==> src/rtl/button_request_gen.sv <==
// Button front end: 2-flop sync + tick-based debounce, press/auto-repeat events, 4-phase req/ack move channels.
// Build option: define AUTO_REPEAT_EN to instantiate the left/right auto-repeat FSMs.

module brg_debounce #(
  parameter int DEBOUNCE_TICKS = 20
) (
  input  logic CLK,
  input  logic RST_N,
  input  logic tick,
  input  logic raw,
  output logic deb
);
  localparam int SW = $clog2(DEBOUNCE_TICKS + 1);

  logic [1:0]    sync;
  logic [SW-1:0] stb;

  always_ff @(posedge CLK) begin
    if (!RST_N) begin
      sync <= '0;
      stb  <= '0;
      deb  <= 1'b0;
    end else begin
      sync <= {sync[0], raw};
      if (sync[1] == deb) stb <= '0;
      else if (tick) begin
        // toggle on the tick that would bring stb to DEBOUNCE_TICKS
        if (stb == SW'(DEBOUNCE_TICKS - 1)) begin
          deb <= ~deb;
          stb <= '0;
        end else stb <= stb + 1'b1;
      end
    end
  end
endmodule

`ifdef AUTO_REPEAT_EN
module brg_repeat #(
  parameter int REPEAT_DELAY = 300,
  parameter int REPEAT_RATE  = 100
) (
  input  logic CLK,
  input  logic RST_N,
  input  logic tick,
  input  logic deb,
  input  logic press,
  output logic evt
);
  localparam int CMAX = (REPEAT_DELAY > REPEAT_RATE) ? REPEAT_DELAY : REPEAT_RATE;
  localparam int CW   = $clog2(CMAX + 1);

  typedef enum logic [1:0] {R_IDLE, R_DELAY, R_REPEAT} rep_state_t;

  rep_state_t    state, state_nx;
  logic [CW-1:0] cnt, cnt_nx;

  always_ff @(posedge CLK) begin
    if (!RST_N) begin
      state <= R_IDLE;
      cnt   <= '0;
    end else begin
      state <= state_nx;
      cnt   <= cnt_nx;
    end
  end

  always_comb begin
    state_nx = state;
    cnt_nx   = cnt;
    evt      = 1'b0;
    case (state)
      R_IDLE: if (press) begin
        state_nx = R_DELAY;
        cnt_nx   = CW'(REPEAT_DELAY);
      end
      R_DELAY, R_REPEAT: begin
        if (!deb) state_nx = R_IDLE;
        else if (tick) begin
          // the tick that takes the count to zero fires the repeat
          if (cnt <= CW'(1)) begin
            evt      = 1'b1;
            state_nx = R_REPEAT;
            cnt_nx   = CW'(REPEAT_RATE);
          end else cnt_nx = cnt - 1'b1;
        end
      end
      default: state_nx = R_IDLE;
    endcase
  end
endmodule
`endif

module brg_channel (
  input  logic CLK,
  input  logic RST_N,
  input  logic evt,
  input  logic can,
  input  logic ack,
  output logic req,
  output logic drop
);
  typedef enum logic [1:0] {C_IDLE, C_REQ, C_WAITLOW} ch_state_t;

  ch_state_t state, state_nx;

  always_ff @(posedge CLK) begin
    if (!RST_N) state <= C_IDLE;
    else        state <= state_nx;
  end

  always_comb begin
    state_nx = state;
    drop     = 1'b0;
    case (state)
      C_IDLE: if (evt) begin
        if (can) state_nx = C_REQ;
        else     drop     = 1'b1;
      end
      C_REQ: begin
        if (ack) state_nx = C_WAITLOW;
        drop = evt;
      end
      C_WAITLOW: begin
        if (!ack) state_nx = C_IDLE;
        drop = evt;
      end
      default: state_nx = C_IDLE;
    endcase
  end

  assign req = (state == C_REQ);
endmodule

module button_request_gen #(
  parameter int TICK_DIV       = 50000,
  parameter int DEBOUNCE_TICKS = 20,
  parameter int REPEAT_DELAY   = 300,
  parameter int REPEAT_RATE    = 100
) (
  input  logic       CLK,
  input  logic       RST_N,
  input  logic       buttenL,
  input  logic       buttenR,
  input  logic       buttenT,
  input  logic       buttenD,
  input  logic       can_left,
  input  logic       can_right,
  input  logic       can_rotate,
  input  logic       ack_left,
  input  logic       ack_right,
  input  logic       ack_turn,
  output logic       req_left,
  output logic       req_right,
  output logic       req_turn,
  output logic       down_hold,
  output logic [7:0] drop_cnt
);
  localparam int NUM_BTN  = 4;   // {D, T, R, L}
  localparam int NUM_MOVE = 3;   // {T, R, L}
  localparam int TW       = (TICK_DIV > 1) ? $clog2(TICK_DIV) : 1;

  logic [TW-1:0]         tick_cnt;
  logic                  tick;
  logic [NUM_BTN-1:0]    raw, deb;
  logic [NUM_MOVE-1:0]   deb_q, press, evt, can, ack, req, drop;
  logic [1:0]            rep_evt;
  logic [1:0]            n_drop;
  logic [8:0]            drop_sum;

  assign tick = (tick_cnt == TW'(TICK_DIV - 1));

  always_ff @(posedge CLK) begin
    if (!RST_N) tick_cnt <= '0;
    else        tick_cnt <= tick ? '0 : tick_cnt + 1'b1;
  end

  assign raw = {buttenD, buttenT, buttenR, buttenL};

  for (genvar g = 0; g < NUM_BTN; g++) begin : g_deb
    brg_debounce #(.DEBOUNCE_TICKS(DEBOUNCE_TICKS)) u_deb (
      .CLK(CLK), .RST_N(RST_N), .tick(tick), .raw(raw[g]), .deb(deb[g])
    );
  end

  always_ff @(posedge CLK) begin
    if (!RST_N) deb_q <= '0;
    else        deb_q <= deb[NUM_MOVE-1:0];
  end

  assign press = deb[NUM_MOVE-1:0] & ~deb_q;

`ifdef AUTO_REPEAT_EN
  for (genvar g = 0; g < 2; g++) begin : g_rep
    brg_repeat #(.REPEAT_DELAY(REPEAT_DELAY), .REPEAT_RATE(REPEAT_RATE)) u_rep (
      .CLK(CLK), .RST_N(RST_N), .tick(tick), .deb(deb[g]), .press(press[g]), .evt(rep_evt[g])
    );
  end
`else
  assign rep_evt = '0;
  // repeat timing has no effect in this build; keep the parameters referenced
  if (REPEAT_DELAY > 0 && REPEAT_RATE > 0) begin : g_rep_cfg
  end
`endif

  assign evt = press | {1'b0, rep_evt};
  assign can = {can_rotate, can_right, can_left};
  assign ack = {ack_turn, ack_right, ack_left};

  for (genvar g = 0; g < NUM_MOVE; g++) begin : g_ch
    brg_channel u_ch (
      .CLK(CLK), .RST_N(RST_N), .evt(evt[g]), .can(can[g]), .ack(ack[g]),
      .req(req[g]), .drop(drop[g])
    );
  end

  assign {req_turn, req_right, req_left} = req;
  assign down_hold = deb[3];

  // up to three channels may drop in the same cycle
  assign n_drop   = 2'({1'b0, drop[0]} + {1'b0, drop[1]} + {1'b0, drop[2]});
  assign drop_sum = {1'b0, drop_cnt} + {7'd0, n_drop};

  always_ff @(posedge CLK) begin
    if (!RST_N) drop_cnt <= '0;
    else        drop_cnt <= drop_sum[8] ? 8'hFF : drop_sum[7:0];
  end
endmodule

==> config.mk <==
export PLATFORM = sky130hd
export DESIGN_NAME = button_request_gen
export DESIGN_NICKNAME = d
export VERILOG_FILES = /design/src/rtl/button_request_gen.sv
export SDC_FILE = /design/constraint.sdc
export NUM_CORES = 1
export LEC_CHECK = 0
export BUFFER_PORTS_ARGS = -buffer_cell sky130_fd_sc_hd__buf_4
export CORE_MARGIN = 2
export CORE_UTILIZATION = 58
export DETAILED_ROUTE_END_ITERATION = 10
export PLACE_DENSITY = 0.77
export RECOVER_POWER = 50
export SLEW_MARGIN = 20
export SYNTH_ARGS = -nofsm -noshare
export SYNTH_HDL_FRONTEND = slang
export SYNTH_SLANG_ARGS = --single-unit
==> constraint.sdc <==
create_clock -name CLK -period 5.1 [get_ports CLK]
set_clock_uncertainty 0.15 [all_clocks]
set_input_delay 0.51 -clock CLK [delete_from_list [all_inputs] [get_ports CLK]]
set_output_delay 0.51 -clock CLK [all_outputs]
set_load 0.01 [all_outputs]
==> results.py, run 1 <==
metrics = {
    "placement": {
        "routabilityCongestion": 0.7769,
        "io_buffers": 23,
        "numPlacedInstances": 423,
        "dp_hpwl_um": 3928,
    },
    "floorplan": {
        "top_level_ports": 24,
        "coreArea_um2": 5172,
        "rows": 26,
        "initial_core_util_pct": 60.67,
        "die_x_um": 77.56,
        "die_area_um2": 6015,
        "die_y_um": 77.56,
    },
    "yosys": {
        "synth_top_family_by_area": "simple AND/OR/NAND/NOR gates",
        "synth-seq-area-share_pct": 41.47,
        "muxShareOfSynthArea_pct": 4.466,
        "yosysMostFrequentCell": "dfxtp_1",
        "syn_avg_cell_area_um2": 9.202,
        "synth_top_cell_area_share_pct": 41.47,
        "yosysWarnings": 0,
        "synthesis.area_um2": 3138,
        "ys.flop_type": "dfxtp_1",
        "synth_cell_types": 43,
        "synthTopCellsByCount": "dfxtp_1, nand2_1, nor2_1, a21oi_1, ha_1",
        "synth_seq_cells": 65,
        "synth-simple-area-share_pct": 26.48,
        "synth_edf_count": 0,
        "synth_fa_ha_area_share_pct": 8.852,
        "synth_compound_area_share_pct": 9.809,
        "synth_nets": 374,
        "synth_area_leaders": "dfxtp_1, ha_1, mux2i_1, xor2_1, nand2_1",
        "async_flop_share_pct": 0,
        "synth_top_cell_by_area": "dfxtp_1",
        "synth_xor_area_share_pct": 5.582,
        "synth_cells": 341,
    },
    "sta": {
        "relSlewSlack_pct": 6.588,
        "finalSetupTns_ns": 0,
        "fin_crit_ns": 3.331,
        "max_freq_mhz": 300.2,
        "hold_viol_final": 0,
        "finalCritPeriodShare_pct": 65.31,
        "fin_hold_ws_ns": 0.2323,
        "setup_violations": 0,
        "drv_slew": 0,
        "tightest_slew_ns": 1.401,
        "rsz0062_at_grt": "false",
    },
    "finish": {
        "area_growth_syn_to_layout_pct": 10.09,
        "nets": 397,
        "seq_area_um2": 1301,
        "n_fill_cell": 450,
        "final_cells": 436,
        "diodes": 0,
        "multiInputGateArea_um2": 1732,
        "drive_gt1_share_pct": 6.557,
    },
    "clock_network": {
        "clockBufferDepth": 2,
        "cts_resized": 0,
        "postCtsHoldBufs": 0,
        "clockRootBuffer": "clkbuf_8",
        "cts_setup_buffers": 0,
        "worstSkewPairLatency_ns": 0.33,
        "cts_tree": "yes",
        "cts_num_sinks": 65,
        "cts.clk_slew.worst_paths_ns": 0.06,
        "cts_buffers": 9,
        "h-tree-depth": 3,
    },
    "drt": {
        "drc": 0,
        "wirelength_um": 5780,
        "drt-wirelength-per-cell_um": 13.26,
        "viasPerCell": 5.677,
        "dr_total_vias": 2475,
        "ant_nets": 0,
        "first_pass_iters": 5,
        "drtIter0Drc": 114,
    },
    "hold_path": {
        "hp-class": "in2reg",
    },
    "global_routing": {
        "grt_pass1_wl_um": 10090,
        "grt_usage_pct": 20.88,
        "grt_pass1_vias": 2361,
        "grt-ovfl-total": 0,
        "grt_max_degree": 39,
        "antenna_found_initial": 0,
    },
    "critical_path": {
        "critPathKind": "reg2reg",
        "r2r_slack_ns": 1.77,
        "start_kind": "flip-flop",
        "cp.required_ns": 5.16,
        "end_kind": "flip-flop",
        "critPathMaxFanout": 4,
        "arrival_ns": 3.39,
    },
    "pwr": {
        "clkPwrFrac_pct": 39.7,
        "p_int_w": 0.0007042,
        "power_w": 0.0008945,
        "p_sw_w": 0.0001903,
        "powerDensity_nw_per_um2": 258.9,
        "leakage_nw": 1.274,
        "power.share.sequential_pct": 57.7,
        "swShare_pct": 21.27,
        "ir_drop_uv": 185.6,
        "pwr-share-comb_pct": 2.5,
    },
    "job": {
        "cap_violations": 0,
    },
    "outcome": {
        "outcome": "finished clean",
    },
}
placed cells by master (no fill, tap or decap), types with 2 or more instances in the layout:
cell	n
clkbuf_1	16
nor2b_1	12
a21boi_0	3
and2_0	8
nand2_1	29
a41o_1	4
a21oi_1	19
clkbuf_8	10
nand4_1	11
buf_4	10
or3_1	8
a221oi_1	3
ha_1	19
a31oi_1	6
nor4_1	6
o21ai_1	2
xnor2_1	7
and4_1	2
nand4bb_1	2
nand3_1	10
xor2_1	13
or4_1	2
mux2i_1	14
nor3_1	2
and3_1	3
and2_1	5
and3b_1	5
fa_1	2
o21a_1	5
nor4b_1	3
or4b_2	2
nand3b_1	7
nor2_1	24
o21ai_0	3
dfxtp_1	65
inv_1	15
final timing paths:
| path | start | end | depth (start not counted) |
|---|---|---|---|
| setup / recovery | g_ch[0].u_ch.state[0] | drop_cnt[6] | 11 |
| hold / removal | buttenL | g_deb[0].u_deb.sync[0] | 2 |
| setup reg to reg | g_ch[0].u_ch.state[0] | drop_cnt[6] | 11 |
| hold reg to reg | g_deb[2].u_deb.sync[0] | g_deb[2].u_deb.sync[1] | 1 |
worst max-delay path, cell delays in order, from the launching register on:
cell and delay (ns):
dfxtp_1 0.38, inv_1 0.08, ha_1 0.28, a21oi_1 0.03, or4b_2 0.64, fa_1 0.52
inv_1 0.05, ha_1 0.22, fa_1 0.41, and3_1 0.20, a31oi_1 0.18, nor3b_1 0.06
stage by stage:
step | util (%) | area (µm²) | worst slack, ns
final | 66.79 | 3455 | 1.769
after global routing | 66.79 | 3455 | 1.593
after CTS | 67.80 | 3507 | 1.760
after detailed placement | 64.90 | 3357 | 1.787
after global placement | 64.90 | 3357 | 1.840
after floorplan | - | 3138 | 1.952
kinds of logic (layout without fill, tap and decap cells):
family | Yosys count | count (layout)
compound gates | 48 | 48
xor+xnor | 20 | 20
fa+ha+maj | 21 | 21
buf+inv | 27 | 52
flops | 65 | 65
mux | 14 | 14
simple gates | 146 | 146
state kept, by name, summed over array words and instances (netlist names):
name	cells
deb_q	3
drop_cnt	8
g_ch.u_ch.state	6
tick_cnt	16
g_deb.u_deb.deb	4
g_deb.u_deb.sync	8
g_deb.u_deb.stb	20
area by class of cell:
type                            count  area share (%)
Multi-Input combinational cell    249           50.13
Sequential cell                    65           37.67
Clock buffer                       12           4.201
Timing Repair Buffer               24           3.694
Tap cell                           70           2.535
Inverter                           15           1.630
Clock inverter                      1          0.1449
power groups by stage:
stage / sequential (W) / combinational [W] / clock, W
detailed placement: 0.000528 / 0.0000230 / 0
global placement: 0.000527 / 0.0000225 / 0
finish: 0.000516 / 0.0000226 / 0.000355
CTS: 0.000516 / 0.0000232 / 0.000362
global route: 0.000517 / 0.0000255 / 0.000385
floorplan: 0.000526 / 0.0000146 / 0
routing by layer:
layer	global-route usage, %	vias up	share of wire, %
li1	-	1250	-
met5	0	-	0
met4	11.07	0	2.2
met3	3.488	15	3.1
met2	36.61	40	49
met1	24.30	1170	45
No activity file was read; power rests on OpenSTA's default activity.
==> run 2, diff against run 1 <==
- ABC_AREA: default -> 1
- CORE_UTILIZATION: 58 -> 55
- PLACE_DENSITY: 0.77 -> 0.76
- clock period: 5.1 -> 2.98 ns (I/O delays scaled with it)
==> run 2 against run 1 <==
  * Clock-buffer cell count stayed put
  * Fmax is 16% higher
  * Sequential power is 75% higher
  * Worst hold slack worse by 0.060 ns
  * Largest power group unchanged
  * Highest routed layer unchanged
==> results.py, run 2 <==
metrics = {
    "critical_path": {
        "r2r-start": "g_ch[2].u_ch.state[1]",
        "critPathKind": "reg2reg",
        "startpoint": "g_ch[2].u_ch.state[1]",
        "end_kind": "flip-flop",
        "path_cells": "inv_2, ha_4, a21oi_2, or3_4, fa_1, inv_1, ha_2, fa_2, nand3_4, buf_6, nor3_2, a211oi_2",
        "start_kind": "flip-flop",
        "arrival_ns": 2.99,
        "critPathMaxStageDelay_ns": 0.50,
        "cp.required_ns": 3.09,
        "critPathMaxFanout": 3,
        "slowest_stage": "fa_1",
    },
    "finish": {
        "multiInputGateArea_um2": 1933,
        "drive_gt1_share_pct": 13.87,
        "largest_register_ffs": 20,
        "reg_top3": "g_deb.u_deb.stb x20, tick_cnt x16",
        "final_cell_mix": "nand2_1, inv_1, dfxtp_1",
        "nets": 583,
        "seq_area_um2": 1304,
        "regMostFlops": "g_deb.u_deb.stb",
        "area_growth_syn_to_layout_pct": 14.52,
        "final_common_cell": "nand2_1",
        "diodes": 0,
        "n_fill_cell": 569,
    },
    "clock_network": {
        "clockRootBuffer": "clkbuf_8",
        "cts_tree": "yes",
        "h-tree-depth": 3,
        "worstSkewPairLatency_ns": 0.34,
        "cts_buffers": 9,
        "cts.clk_slew.worst_paths_ns": 0.07,
        "cts_num_sinks": 65,
        "clockBufferDepth": 2,
    },
    "global_routing": {
        "grt_usage_pct": 21.00,
        "antenna_found_initial": 0,
        "grt-ovfl-total": 0,
        "grt_pass1_wl_um": 12430,
        "grt_max_degree": 25,
        "grt_pass1_vias": 3034,
    },
    "sta": {
        "max_freq_mhz": 347.3,
        "finalCritPeriodShare_pct": 96.62,
        "setup_violations": 0,
        "hold_viol_final": 0,
        "tightest_slew_ns": 0.6991,
        "drv_slew": 0,
        "relSlewSlack_pct": 52.90,
        "fin_crit_ns": 2.879,
        "timing.final.ws_setup_ns": 0.1008,
    },
    "drt": {
        "first_pass_iters": 4,
        "dr_total_vias": 3216,
        "drtIter0Drc": 122,
        "ant_nets": 0,
        "drc": 0,
        "wirelength_um": 7198,
        "drt-wirelength-per-cell_um": 11.39,
        "viasPerCell": 5.089,
    },
    "yosys": {
        "synth_nets": 546,
        "synth_area_leaders": "dfxtp_1, nand2_1, inv_1, ha_1, nor2_1",
        "syn_avg_cell_area_um2": 6.971,
        "synthTopCellsByCount": "nand2_1, inv_1, dfxtp_1, nor2_1",
        "synth-simple-area-share_pct": 34.57,
        "ys.flop_type": "dfxtp_1",
        "synthesis.area_um2": 3576,
        "async_flop_share_pct": 0,
        "synth-seq-area-share_pct": 36.39,
        "synth_xor_area_share_pct": 1.470,
        "synth_fa_ha_area_share_pct": 7.768,
        "synth_compound_area_share_pct": 9.377,
        "synth_top_family_by_area": "simple AND/OR/NAND/NOR gates",
        "synth_seq_cells": 65,
        "synth_cell_types": 32,
        "yosysWarnings": 0,
        "synth_edf_count": 0,
        "synth_top_cell_by_area": "dfxtp_1",
        "synth_top_cell_area_share_pct": 36.39,
        "synth_cells": 513,
        "muxShareOfSynthArea_pct": 0,
        "yosysMostFrequentCell": "nand2_1",
    },
    "floorplan": {
        "initial_core_util_pct": 56.64,
        "coreArea_um2": 6314,
        "die_y_um": 84.64,
        "die_area_um2": 7163,
        "rows": 29,
        "die_x_um": 84.64,
        "top_level_ports": 24,
    },
    "pwr": {
        "power_w": 0.001881,
        "ir_drop_uv": 350.9,
        "powerDensity_nw_per_um2": 459.2,
        "leakage_nw": 1.710,
    },
    "placement": {
        "dp_hpwl_um": 5115,
        "routabilityCongestion": 0.8038,
        "io_buffers": 23,
        "place_ws_ns": -0.02481,
    },
    "outcome": {
        "outcome": "finished clean",
    },
    "hold_path": {
        "hp-start": "RST_N",
        "hp-class": "in2reg",
    },
    "job": {
        "cap_violations": 0,
    },
}
run 2: layout make-up:
cell class / count / share of cell area (%)
Multi-Input combinational cell: 355 / 47.20
Sequential cell: 65 / 31.84
Inverter: 83 / 7.608
Timing Repair Buffer: 36 / 5.744
Clock buffer: 12 / 4.033
Tap cell: 77 / 2.353
Clock inverter: 4 / 1.222
run 2: kinds of logic (layout without fill, tap and decap cells):
group	Yosys count	after routing
compound gates	60	60
flops	65	65
simple gates	268	268
fa+ha+maj	21	21
xor+xnor	6	6
buf+inv	93	135
run 2: path summary, 6_finish.rpt:
path | to | slack (ns) | cells after the start
min reg2reg | g_deb[3].u_deb.sync[1] | 0.27 | 2
max reg2reg | drop_cnt[4] | 0.10 | 12
min | g_deb[0].u_deb.sync[0] | 0.17 | 3
max | drop_cnt[4] | 0.10 | 12
run 2: metal layers:
layer	part of all wire [%]	up-vias	global-route usage (%)	wire (µm)
met4	1.6	0	8.081	114
met5	0	-	0	0
met3	3.0	12	5.015	213
met1	46	1472	24.36	3333
met2	49	42	37.29	3537
li1	-	1690	-	-
run 2: power by group:
part	internal [W]	switching, W
combinational	0.0000887	0.0000978
clock	0.000453	0.000339
sequential	0.000889	0.0000129
run 2: critical path, delay by kind of cell (launching register included):
kind	cells	cell delay, ns
adder cells (fa/ha/maj)	4	1.34
AO/OA/AOI/OAI	2	0.25
flip-flops	1	0.35
buffers and inverters	3	0.21
AND/OR/NAND/NOR	3	0.50
run 2: what timing repair did:
action / 4_1_cts / 5_1_grt
pin swaps: 0 / 8
buffers inserted: 0 / 2
hold endpoints to repair: 4 / 0
hold buffers: 4 / 0
gates resized for setup: 1 / 24
setup endpoints to repair: 2 / 8
run 2: stage by stage:
step,area (µm²),util (%),setup TNS [ns],hold WS (ns),cells
after CTS,4094,64.84,0,0.1643,630
after detailed placement,3836,60.76,-0.02481,0.2544,610
after global placement,3836,60.76,0,0.2433,610
final,4095,64.86,0,0.1723,632
after floorplan,3576,-,0,0.2405,513
after global routing,4095,64.86,-0.04303,0.1787,632
==> run 3, diff against run 2 <==
--- a/config.mk
+++ b/config.mk
@@ -7,6 +7,5 @@
 export LEC_CHECK = 0
-export ABC_AREA = 1
 export BUFFER_PORTS_ARGS = -buffer_cell sky130_fd_sc_hd__buf_4
 export CORE_MARGIN = 2
-export CORE_UTILIZATION = 55
+export CORE_UTILIZATION = 54
 export DETAILED_ROUTE_END_ITERATION = 10
==> constraint.sdc (replaced) <==
create_clock -name CLK -period 2.98 [get_ports CLK]
set_clock_uncertainty 0.15 [all_clocks]
set_input_delay 0.149 -clock CLK [delete_from_list [all_inputs] [get_ports CLK]]
set_output_delay 0.149 -clock CLK [all_outputs]
set_load 0.01 [all_outputs]
==> run 3 against run 2 <==
  * Sequential power is 2% lower
  * Register-to-register slack worse by 0.10 ns
  * Critical path depth down 1
  * Largest cell class unchanged
  * Via count decreased by 21%
  * Highest routed layer unchanged
  * Critical path type unchanged
  * Critical endpoint is now drop_cnt[6]
  * Non-clock buffer count grew 2
  * Global-route usage fell by 0.98 points
==> results.py, run 3 (synthesis results as in run 1) <==
metrics = {
    "placement": {
        "place_ws_ns": -0.07654,
        "dp_hpwl_um": 4011,
        "routabilityCongestion": 0.7467,
        "io_buffers": 23,
    },
    "clock_network": {
        "cts_num_sinks": 65,
        "clockRootBuffer": "clkbuf_8",
        "clockBufferDepth": 2,
        "h-tree-depth": 3,
        "cts_buffers": 9,
        "cts.clk_slew.worst_paths_ns": 0.06,
        "worstSkewPairLatency_ns": 0.34,
        "cts_tree": "yes",
    },
    "floorplan": {
        "die_y_um": 80.23,
        "die_area_um2": 6437,
        "initial_core_util_pct": 56.30,
        "rows": 27,
        "die_x_um": 80.23,
        "coreArea_um2": 5574,
        "top_level_ports": 24,
    },
    "finish": {
        "area_growth_syn_to_layout_pct": 17.94,
        "regMostFlops": "g_deb.u_deb.stb",
        "drive_gt1_share_pct": 15.14,
        "final_common_cell": "dfxtp_1",
        "final_cell_mix": "dfxtp_1, nand2_1, nor2_1",
        "nets": 411,
        "fin_util_pct": 66.40,
        "diodes": 0,
        "largest_register_ffs": 20,
        "reg_top3": "g_deb.u_deb.stb x20, tick_cnt x16",
    },
    "drt": {
        "drc": 0,
        "drt-wirelength-per-cell_um": 13.29,
        "dr_total_vias": 2525,
        "wirelength_um": 6047,
        "ant_nets": 0,
        "first_pass_iters": 4,
        "viasPerCell": 5.549,
        "drtIter0Drc": 107,
    },
    "critical_path": {
        "slowest_stage": "fa_1",
        "critPathBufInv": 2,
        "path_cells": "inv_2, ha_4, a21oi_2, or4b_4, fa_1, inv_1, ha_2, fa_2, and3_4, a31oi_4, nor3b_1",
        "cp.required_ns": 3.05,
        "arrival_ns": 3.05,
        "critPathMaxFanout": 3,
        "crit_family": "adder cells",
        "critPathKind": "reg2reg",
        "critPathMaxStageDelay_ns": 0.52,
        "end_kind": "flip-flop",
        "start_kind": "flip-flop",
    },
    "sta": {
        "timing.final.ws_setup_ns": 0.0004725,
        "fin_crit_ns": 2.980,
        "finalCritPeriodShare_pct": 99.98,
        "drv_slew": 0,
        "setup_violations": 0,
        "rsz0062_at_grt": "true",
        "hold_viol_final": 0,
        "relSlewSlack_pct": 56.25,
        "tightest_slew_ns": 0.6502,
        "max_freq_mhz": 335.6,
    },
    "pwr": {
        "ir_drop_uv": 399.8,
        "leakage_nw": 1.381,
        "powerDensity_nw_per_um2": 448.9,
    },
    "outcome": {
        "outcome": "finished clean",
    },
    "global_routing": {
        "grt_usage_pct": 20.02,
        "grt_pass1_vias": 2352,
        "antenna_found_initial": 0,
        "grt_pass1_wl_um": 10080,
        "grt-ovfl-total": 0,
        "grt_max_degree": 39,
    },
    "job": {
        "cap_violations": 0,
    },
    "hold_path": {
        "hp-class": "in2reg",
    },
}
[run 3: cell types whose count changed in the layout (fill, tap and decap cells not counted), moves of 6 or more]
| cell | before | now |
|---|---|---|
| a21oi_1 | 35 | 18 |
| a21oi_2 | 8 | 1 |
| and2_0 | 0 | 6 |
| and2_1 | 1 | 7 |
| buf_4 | 14 | 21 |
| inv_1 | 76 | 13 |
| mux2i_1 | 0 | 14 |
| nand2_1 | 137 | 29 |
| nand3_1 | 35 | 10 |
| nor2_1 | 51 | 23 |
| nor2b_1 | 0 | 12 |
| o21ai_0 | 13 | 2 |
| or3_1 | 0 | 8 |
| xor2_1 | 0 | 13 |
[run 3: area by class of cell]
| class | count | area [µm²] |
|---|---|---|
| Fill cell | 449 | 1873 |
| Multi-Input combinational cell | 249 | 1795 |
| Sequential cell | 65 | 1306 |
| Timing Repair Buffer | 38 | 257.7 |
| Clock buffer | 10 | 137.6 |
| Tap cell | 72 | 90.09 |
| Clock inverter | 6 | 57.56 |
| Inverter | 15 | 56.30 |
[run 3: power breakdown]
group          total (W)  switching (W)  internal (W)
Sequential      0.000883     0.00000650      0.000877
Clock           0.000733       0.000330      0.000403
Combinational  0.0000449      0.0000221     0.0000228
[run 3: routing by layer]
| layer | part of all wire [%] | up-vias | GRT usage [%] |
|---|---|---|---|
| li1 | - | 1286 | - |
| met1 | 46 | 1194 | 22.53 |
| met2 | 50 | 37 | 35.58 |
| met3 | 3.6 | 8 | 7.079 |
| met4 | 0.98 | 0 | 5.593 |
| met5 | 0 | - | 0 |
[run 3: stage by stage]
stage / hold slack, ns / TNS (ns) / cell area (µm²) / cells / power, W
2_1_floorplan: 0.1263 / 0 / 3163 / 341 / 0.0009250
3_3_place_gp: 0.2062 / 0 / 3428 / 430 / 0.0009427
6_report: 0.07456 / 0 / 3701 / 455 / 0.001661
4_1_cts: 0.05854 / 0 / 3707 / 453 / 0.001686
3_5_place_dp: 0.2116 / -0.2011 / 3428 / 430 / 0.0009436
5_1_grt: 0.08187 / -0.5381 / 3701 / 455 / 0.001736
[run 3: path summary, 6_finish.rpt]
| path | cells past startpoint | end | startpoint | slack [ns] |
|---|---|---|---|---|
| setup / recovery | 11 | drop_cnt[6] | g_ch[0].u_ch.state[1] | 0.0005 |
| hold / removal | 2 | drop_cnt[2] | RST_N | 0.07 |
| setup reg to reg | 11 | drop_cnt[6] | g_ch[0].u_ch.state[1] | 0.0005 |
| hold reg to reg | 1 | g_deb[1].u_deb.sync[1] | g_deb[1].u_deb.sync[0] | 0.28 |
[run 3: repair_timing]
item                                    4_1_cts  5_1_grt
gates resized for setup                       3        6
hold endpoints to repair                      4        0
hold buffers                                  4        0
gates cloned                                  0        0
setup buffers                                 3        2
endpoints found under the setup margin        7        8
pin swaps                                     2        3
